File: config.mk
export PLATFORM = sky130hd
export DESIGN_NAME = rf_write_arbiter
export DESIGN_NICKNAME = d
export VERILOG_FILES = /design/src/rtl/rf_write_arbiter.sv
export SDC_FILE = /design/constraint.sdc
export NUM_CORES = 1
export LEC_CHECK = 0
export CAP_MARGIN = 20
export CORE_UTILIZATION = 44
export DETAILED_ROUTE_END_ITERATION = 8
export GPL_TIMING_DRIVEN = 1
export PLACE_DENSITY = 0.89
export SYNTH_ARGS = -nofsm -noshare
export SYNTH_HDL_FRONTEND = slang
export SYNTH_SLANG_ARGS = --single-unit
File: constraint.sdc
create_clock -name clk -period 4.3 [get_ports clk]
set_clock_uncertainty 0.05 [all_clocks]
set_input_delay 0.645 -clock clk [delete_from_list [all_inputs] [get_ports clk]]
set_output_delay 0.645 -clock clk [all_outputs]
set_load 0.02 [all_outputs]
File: src/rtl/rf_write_arbiter.sv
// Round-robin arbiter sharing the single register-file write port between the
// ALU (requester 0) and the load unit (requester 1). The winning write is
// registered and presented to the register file for exactly one cycle.
module rf_write_arbiter #(
  parameter int unsigned DW  = 12,
  parameter int unsigned RFW = 2,
  parameter int unsigned CW  = 8
) (
  input  logic           clk,
  input  logic           rst_n,
  input  logic           hold,
  input  logic           req0,
  input  logic           req1,
  input  logic [RFW-1:0] addr0,
  input  logic [RFW-1:0] addr1,
  input  logic [DW-1:0]  data0,
  input  logic [DW-1:0]  data1,
  output logic           gnt0,
  output logic           gnt1,
  output logic           rf_we,
  output logic [RFW-1:0] rf_wr_address,
  output logic [DW-1:0]  rf_wr_data,
  output logic           last_src,
  output logic [CW-1:0]  conflict_cnt
);

  logic           ptr_q;
  logic           rf_we_q;
  logic [RFW-1:0] rf_wr_address_q;
  logic [DW-1:0]  rf_wr_data_q;
  logic           last_src_q;
  logic [CW-1:0]  conflict_cnt_q;

  logic           win_gnt0;
  logic           win_gnt1;
  logic           any_gnt;
  logic           win_idx;
  logic [RFW-1:0] win_addr;
  logic [DW-1:0]  win_data;
  logic           conflict;

  // Grant decision: hold blocks everything, a tie goes to the pointer's favourite.
  always_comb begin
    win_gnt0 = 1'b0;
    win_gnt1 = 1'b0;
    if (!hold) begin
      if (req0 && req1) begin
        win_gnt0 = ~ptr_q;
        win_gnt1 = ptr_q;
      end else begin
        win_gnt0 = req0;
        win_gnt1 = req1;
      end
    end
    any_gnt  = win_gnt0 | win_gnt1;
    win_idx  = win_gnt1;
    win_addr = win_gnt1 ? addr1 : addr0;
    win_data = win_gnt1 ? data1 : data0;
    conflict = req0 & req1 & ~hold;
  end

  // Grants are masked while reset is asserted so requesters never consume in reset.
  assign gnt0 = win_gnt0 & rst_n;
  assign gnt1 = win_gnt1 & rst_n;

  // Pointer, registered write port and saturating conflict counter.
  always_ff @(posedge clk or negedge rst_n) begin
    if (!rst_n) begin
      ptr_q           <= 1'b0;
      rf_we_q         <= 1'b0;
      rf_wr_address_q <= '0;
      rf_wr_data_q    <= '0;
      last_src_q      <= 1'b0;
      conflict_cnt_q  <= '0;
    end else begin
      if (any_gnt) begin
        ptr_q           <= ~win_idx;
        rf_wr_address_q <= win_addr;
        rf_wr_data_q    <= win_data;
        last_src_q      <= win_idx;
      end
      // Zero-register writes are granted but never reach the register file.
      rf_we_q <= any_gnt && (win_addr != '0);
      if (conflict && (conflict_cnt_q != {CW{1'b1}})) begin
        conflict_cnt_q <= conflict_cnt_q + 1'b1;
      end
    end
  end

  assign rf_we         = rf_we_q;
  assign rf_wr_address = rf_wr_address_q;
  assign rf_wr_data    = rf_wr_data_q;
  assign last_src      = last_src_q;
  assign conflict_cnt  = conflict_cnt_q;

endmodule

After elaboration in Yosys (flattened, before gate mapping)
Cells that the tools add are included.
Widths: inputs -> output; s select.
Cells by class
  bitwise logic cells: 8
  $add $sub $neg: 1
  mux-type cells: 6
  reductions and logical operators: 4
  equal/unequal tests: 1
Operators by type and width (number)
  $mux 12: 1
  $add 8x1->8 const B: 1
  $ne 8x8->1 const B: 1
  $and 1x1->1: 4
  $mux 1: 4
  $logic_and 1x1->1: 3
  $not 1->1: 3
  $mux 2: 1
  $reduce_bool 2->1: 1
  $or 1x1->1: 1
Word-level totals
  bits in registers: 25
  logic and storage cells: 26

Depth between registers and ports, before layout
  depth after elaboration: 6
  gate-level depth with buffers: 5
  mapped depth without buffers: 4

Worst setup path before layout
No wires, ideal clock.
  path kind: input -> output
  from: input port req1
  to: output port gnt0
  arrival: 1.330 ns
  data required time: 3.605 ns
  stages: 3
  slack: 2.275 ns
  cells stage by stage: nand2_1 -> clkbuf_1 -> and3_1
On the way
  word-level cells in the longest chain between the ends: 4
RTL lines
  start: declaration: line 13  | input logic req1,
  $logic_and 1x1->1: line 47  | if (req0 && req1) begin
  $mux 1: line 47
  $mux 1: line 46  | if (!hold) begin
  $and 1x1->1: line 63  | assign gnt0 = win_gnt0 & rst_n;
  end: declaration: line 18  | output logic gnt0,
No other way between the ends.

Worst setup path after layout
  from: input port req0
  to: output port gnt1
On the way
  word-level cells in the longest chain between the ends: 4
RTL lines
  start: declaration: line 12  | input logic req0,
  $logic_and 1x1->1: line 47
  $mux 1: line 47
  $mux 1: line 46
  $and 1x1->1: line 64  | assign gnt1 = win_gnt1 & rst_n;
  end: declaration: line 19  | output logic gnt1,
No other way between the ends.

==> flow_metrics.py <==
metrics = {
    "placed_design": {
        "buffer_ports.inserted": 58,
        "place_hpwl_um": 2502,
        "placement_stage_worst_setup_slack_ps": 1146,
        "place.gp.congestion": 0.7691,
        "dp_cells": 206,
        "place_area_um2": 1873,
    },
    "timing": {
        "layout_min_cycle_time_ps": 3188,
        "final.period_utilization": 0.7413,
        "max_clock_freq_ghz": 0.3137,
        "finalSetupTns_ps": 0,
        "finalHoldViolations": 0,
        "timing.max_slew.rel_slack": 0.3374,
        "timing_max_transition_violations_final": 0,
        "worst_hold_slack_ps": 464.7,
        "worst_pin_slew_ps": 991.8,
        "rsz0062_at_grt": "false",
        "setup_viol": 0,
        "worst_slack_ps": 1112,
    },
    "finish": {
        "layout-area-overhead-vs-synth_pct": 48.68,
        "post-route-util": 0.6901,
        "layout.cell_area.non_filler_um2": 1903,
        "register_area_um2": 625.6,
        "layout.cells.most_common": "sky130_fd_sc_hd__clkdlybuf4s50_1",
        "nFillCells": 214,
        "nNetsFinal": 214,
        "fin_cells": 210,
        "commonest_non_fill_non_tap_cells_in_the_layout": "sky130_fd_sc_hd__clkdlybuf4s50_1, sky130_fd_sc_hd__dfrtp_1, sky130_fd_sc_hd__nand3_1, sky130_fd_sc_hd__nand2_1, sky130_fd_sc_hd__a32oi_1",
        "drive_above_1_share": 0.08939,
        "multiInputGateArea_um2": 605.6,
        "insertedDiodeCount": 0,
    },
    "critical_path": {
        "critPathCaptureType": "output port",
        "crit_fanout": 17,
        "worstReg2RegEnd": "conflict_cnt[1]",
        "reg2reg_start": "conflict_cnt[0]",
        "minimum_setup_slack_among_reg_to_reg_paths_ps": 2650,
        "worstSetupStartpointType": "primary input",
        "crit_path_end": "gnt1",
        "crit_arrival_ps": 2490,
        "cp.required_ps": 3610,
        "timing.reg2reg.worst_path_depth": 4,
        "critPathLaunch": "req0",
        "kind_of_critical_path": "in -> out",
    },
    "power": {
        "total_leakage_power_nw": 0.7890,
        "power.share.clock": 0.145,
        "power.switching_fraction": 0.3712,
        "cell_internal_pwr_mw": 0.4710,
        "power_frac_comb": 0.403,
        "total_switching_power_mw": 0.2781,
        "report.power.total_mw": 0.7491,
        "seq_power_share": 0.452,
        "peakVddDrop_mv": 0.2855,
        "power_density_nw_per_um2": 393.6,
    },
    "drt": {
        "dr.pass1.iters": 4,
        "postRouteAntennaNets": 0,
        "vias": 1249,
        "avgRoutedWirePerCell_um": 15.73,
        "finalWirelength_um": 3304,
        "via_per_inst": 5.948,
        "initialDrtViolationCount": 49,
        "drc": 0,
    },
    "synth": {
        "synthCells": 123,
        "synth-async-reset-ratio": 1.000,
        "post_synth_xor_xnor_area": 0.01369,
        "synth.distinct_cells": 37,
        "post_syn_nets": 157,
        "seq_area_frac_synth": 0.4888,
        "syn_area_per_cell_um2": 10.41,
        "synth.ff_latch_count": 25,
        "post_synth_mux_area_share": 0.02346,
        "synth_flop_cell": "sky130_fd_sc_hd__dfrtp_1",
        "synthesis.area_um2": 1280,
        "synth-simple-area-share": 0.2219,
        "synth_enable_flop_cells": 0,
        "synth-adder-area-share": 0.009775,
        "synth-compound-area-share": 0.2043,
        "synthesis.yosys.warnings": 0,
        "synth_top_family_by_area": "simple AND/OR/NAND/NOR gates",
    },
    "outcome": {
        "outcome": "complete, no violations",
    },
    "global_route": {
        "first_global_vias": 1218,
        "grt_max_degree": 20,
        "global_route.usage.total": 0.2294,
        "antenna_violations_before_repair": 0,
        "grt_pass1_wl_um": 5685,
        "globalRouteOverflowTotal": 0,
    },
    "min_path": {
        "worst_hold_path_type": "reg -> reg",
    },
    "clocking": {
        "cts-resized-gates": 0,
        "cts_tree": "built",
        "clkLatencyLatePin_ps": 320,
        "cts_buffer_count": 3,
        "worst_setup_hold_path_clk_slew_ps": 130,
        "hold_buffers": 0,
        "ctsLongestPathBuffers": 2,
        "clock_sinks": 25,
        "cts_post_setup_buffers_inserted": 0,
        "clock-root-buffer": "sky130_fd_sc_hd__clkbuf_4",
        "htreeDepth": 1,
    },
    "floorplan": {
        "core_region_area_um2": 2758,
        "die_area_um2": 3129,
        "num_rows": 19,
        "initial_cell_density_of_the_core": 0.4642,
        "floorplan.die.width_um": 55.94,
        "ios": 59,
        "die_outline_height_um": 55.94,
    },
    "flow_run": {
        "timing.max_cap.violations": 0,
    },
}
[worst max-delay path, stage by stage]
cell	delay, ps
sky130_fd_sc_hd__clkdlybuf4s50_1	500
sky130_fd_sc_hd__nand2b_1	500
sky130_fd_sc_hd__and3_1	240
sky130_fd_sc_hd__clkdlybuf4s50_1	610
[state kept, by name (all words and copies together), names as in the netlist]
name and count:
conflict_cnt 8, last_src 1, ptr_q 1, rf_we 1
rf_wr_address 2, rf_wr_data 12
[layer usage]
metal	vias to the layer above	global-route usage	wire length, µm
met5	-	0	0
met4	0	0.06272	16
met3	2	0.03023	189
met2	62	0.4131	1706
met1	604	0.2896	1392
li1	581	-	-
[layout make-up]
class,count,area share
flip-flops and latches,25,0.3287
clock buffers,3,0.01183
well taps,31,0.02038
clock inverters,1,0.003945
repair buffers,61,0.3169
multi-input cells,89,0.3182
[power groups by stage]
stage	registers [mW]	logic [mW]	clock network (mW)
after CTS	0.339	0.304	0.111
final	0.339	0.302	0.108
after detailed placement	0.342	0.304	0
after floorplan	0.380	0.111	0
after global routing	0.347	0.324	0.121
after global placement	0.339	0.296	0
[cell families after synthesis]
| group | Yosys count |
|---|---|
| AOI/OAI and AO/OA | 33 |
| xor gates and xnor gates | 2 |
| adders and majority gates | 1 |
| buffers and inverters | 9 |
| DFF | 25 |
| muxes | 2 |
| and+or+nand+nor | 51 |
[synthesized netlist by cell type (2+ instances only)]
| library cell | n | area, µm² |
|---|---|---|
| sky130_fd_sc_hd__nand2b_1 | 2 | 12.51 |
| sky130_fd_sc_hd__clkbuf_1 | 2 | 7.510 |
| sky130_fd_sc_hd__nor2b_1 | 2 | 12.51 |
| sky130_fd_sc_hd__nand2_1 | 15 | 56.30 |
| sky130_fd_sc_hd__mux2_4 | 2 | 30.03 |
| sky130_fd_sc_hd__a211oi_1 | 2 | 15.01 |
| sky130_fd_sc_hd__o21ai_0 | 3 | 15.01 |
| sky130_fd_sc_hd__and3_1 | 4 | 25.02 |
| sky130_fd_sc_hd__dfrtp_1 | 25 | 625.6 |
| sky130_fd_sc_hd__a32oi_1 | 12 | 105.1 |
| sky130_fd_sc_hd__nor2_1 | 3 | 11.26 |
| sky130_fd_sc_hd__a31oi_1 | 5 | 31.28 |
| sky130_fd_sc_hd__buf_2 | 5 | 25.02 |
| sky130_fd_sc_hd__nand4_1 | 2 | 12.51 |
| sky130_fd_sc_hd__a21oi_1 | 2 | 10.01 |
| sky130_fd_sc_hd__nand3_1 | 16 | 80.08 |
[how the worst min path moves through the flow]
stage	startpoint	depth (start not counted)	to
floorplan	rst_n	0	conflict_cnt[0]
global placement	rf_wr_data[8]	2	rf_wr_data[8]
detailed placement	rf_wr_data[7]	2	rf_wr_data[7]
CTS	rf_wr_data[7]	2	rf_wr_data[7]
global route	rf_wr_data[1]	2	rf_wr_data[1]
finish	rf_wr_data[7]	2	rf_wr_data[7]
(Power assumes the default switching activity.)
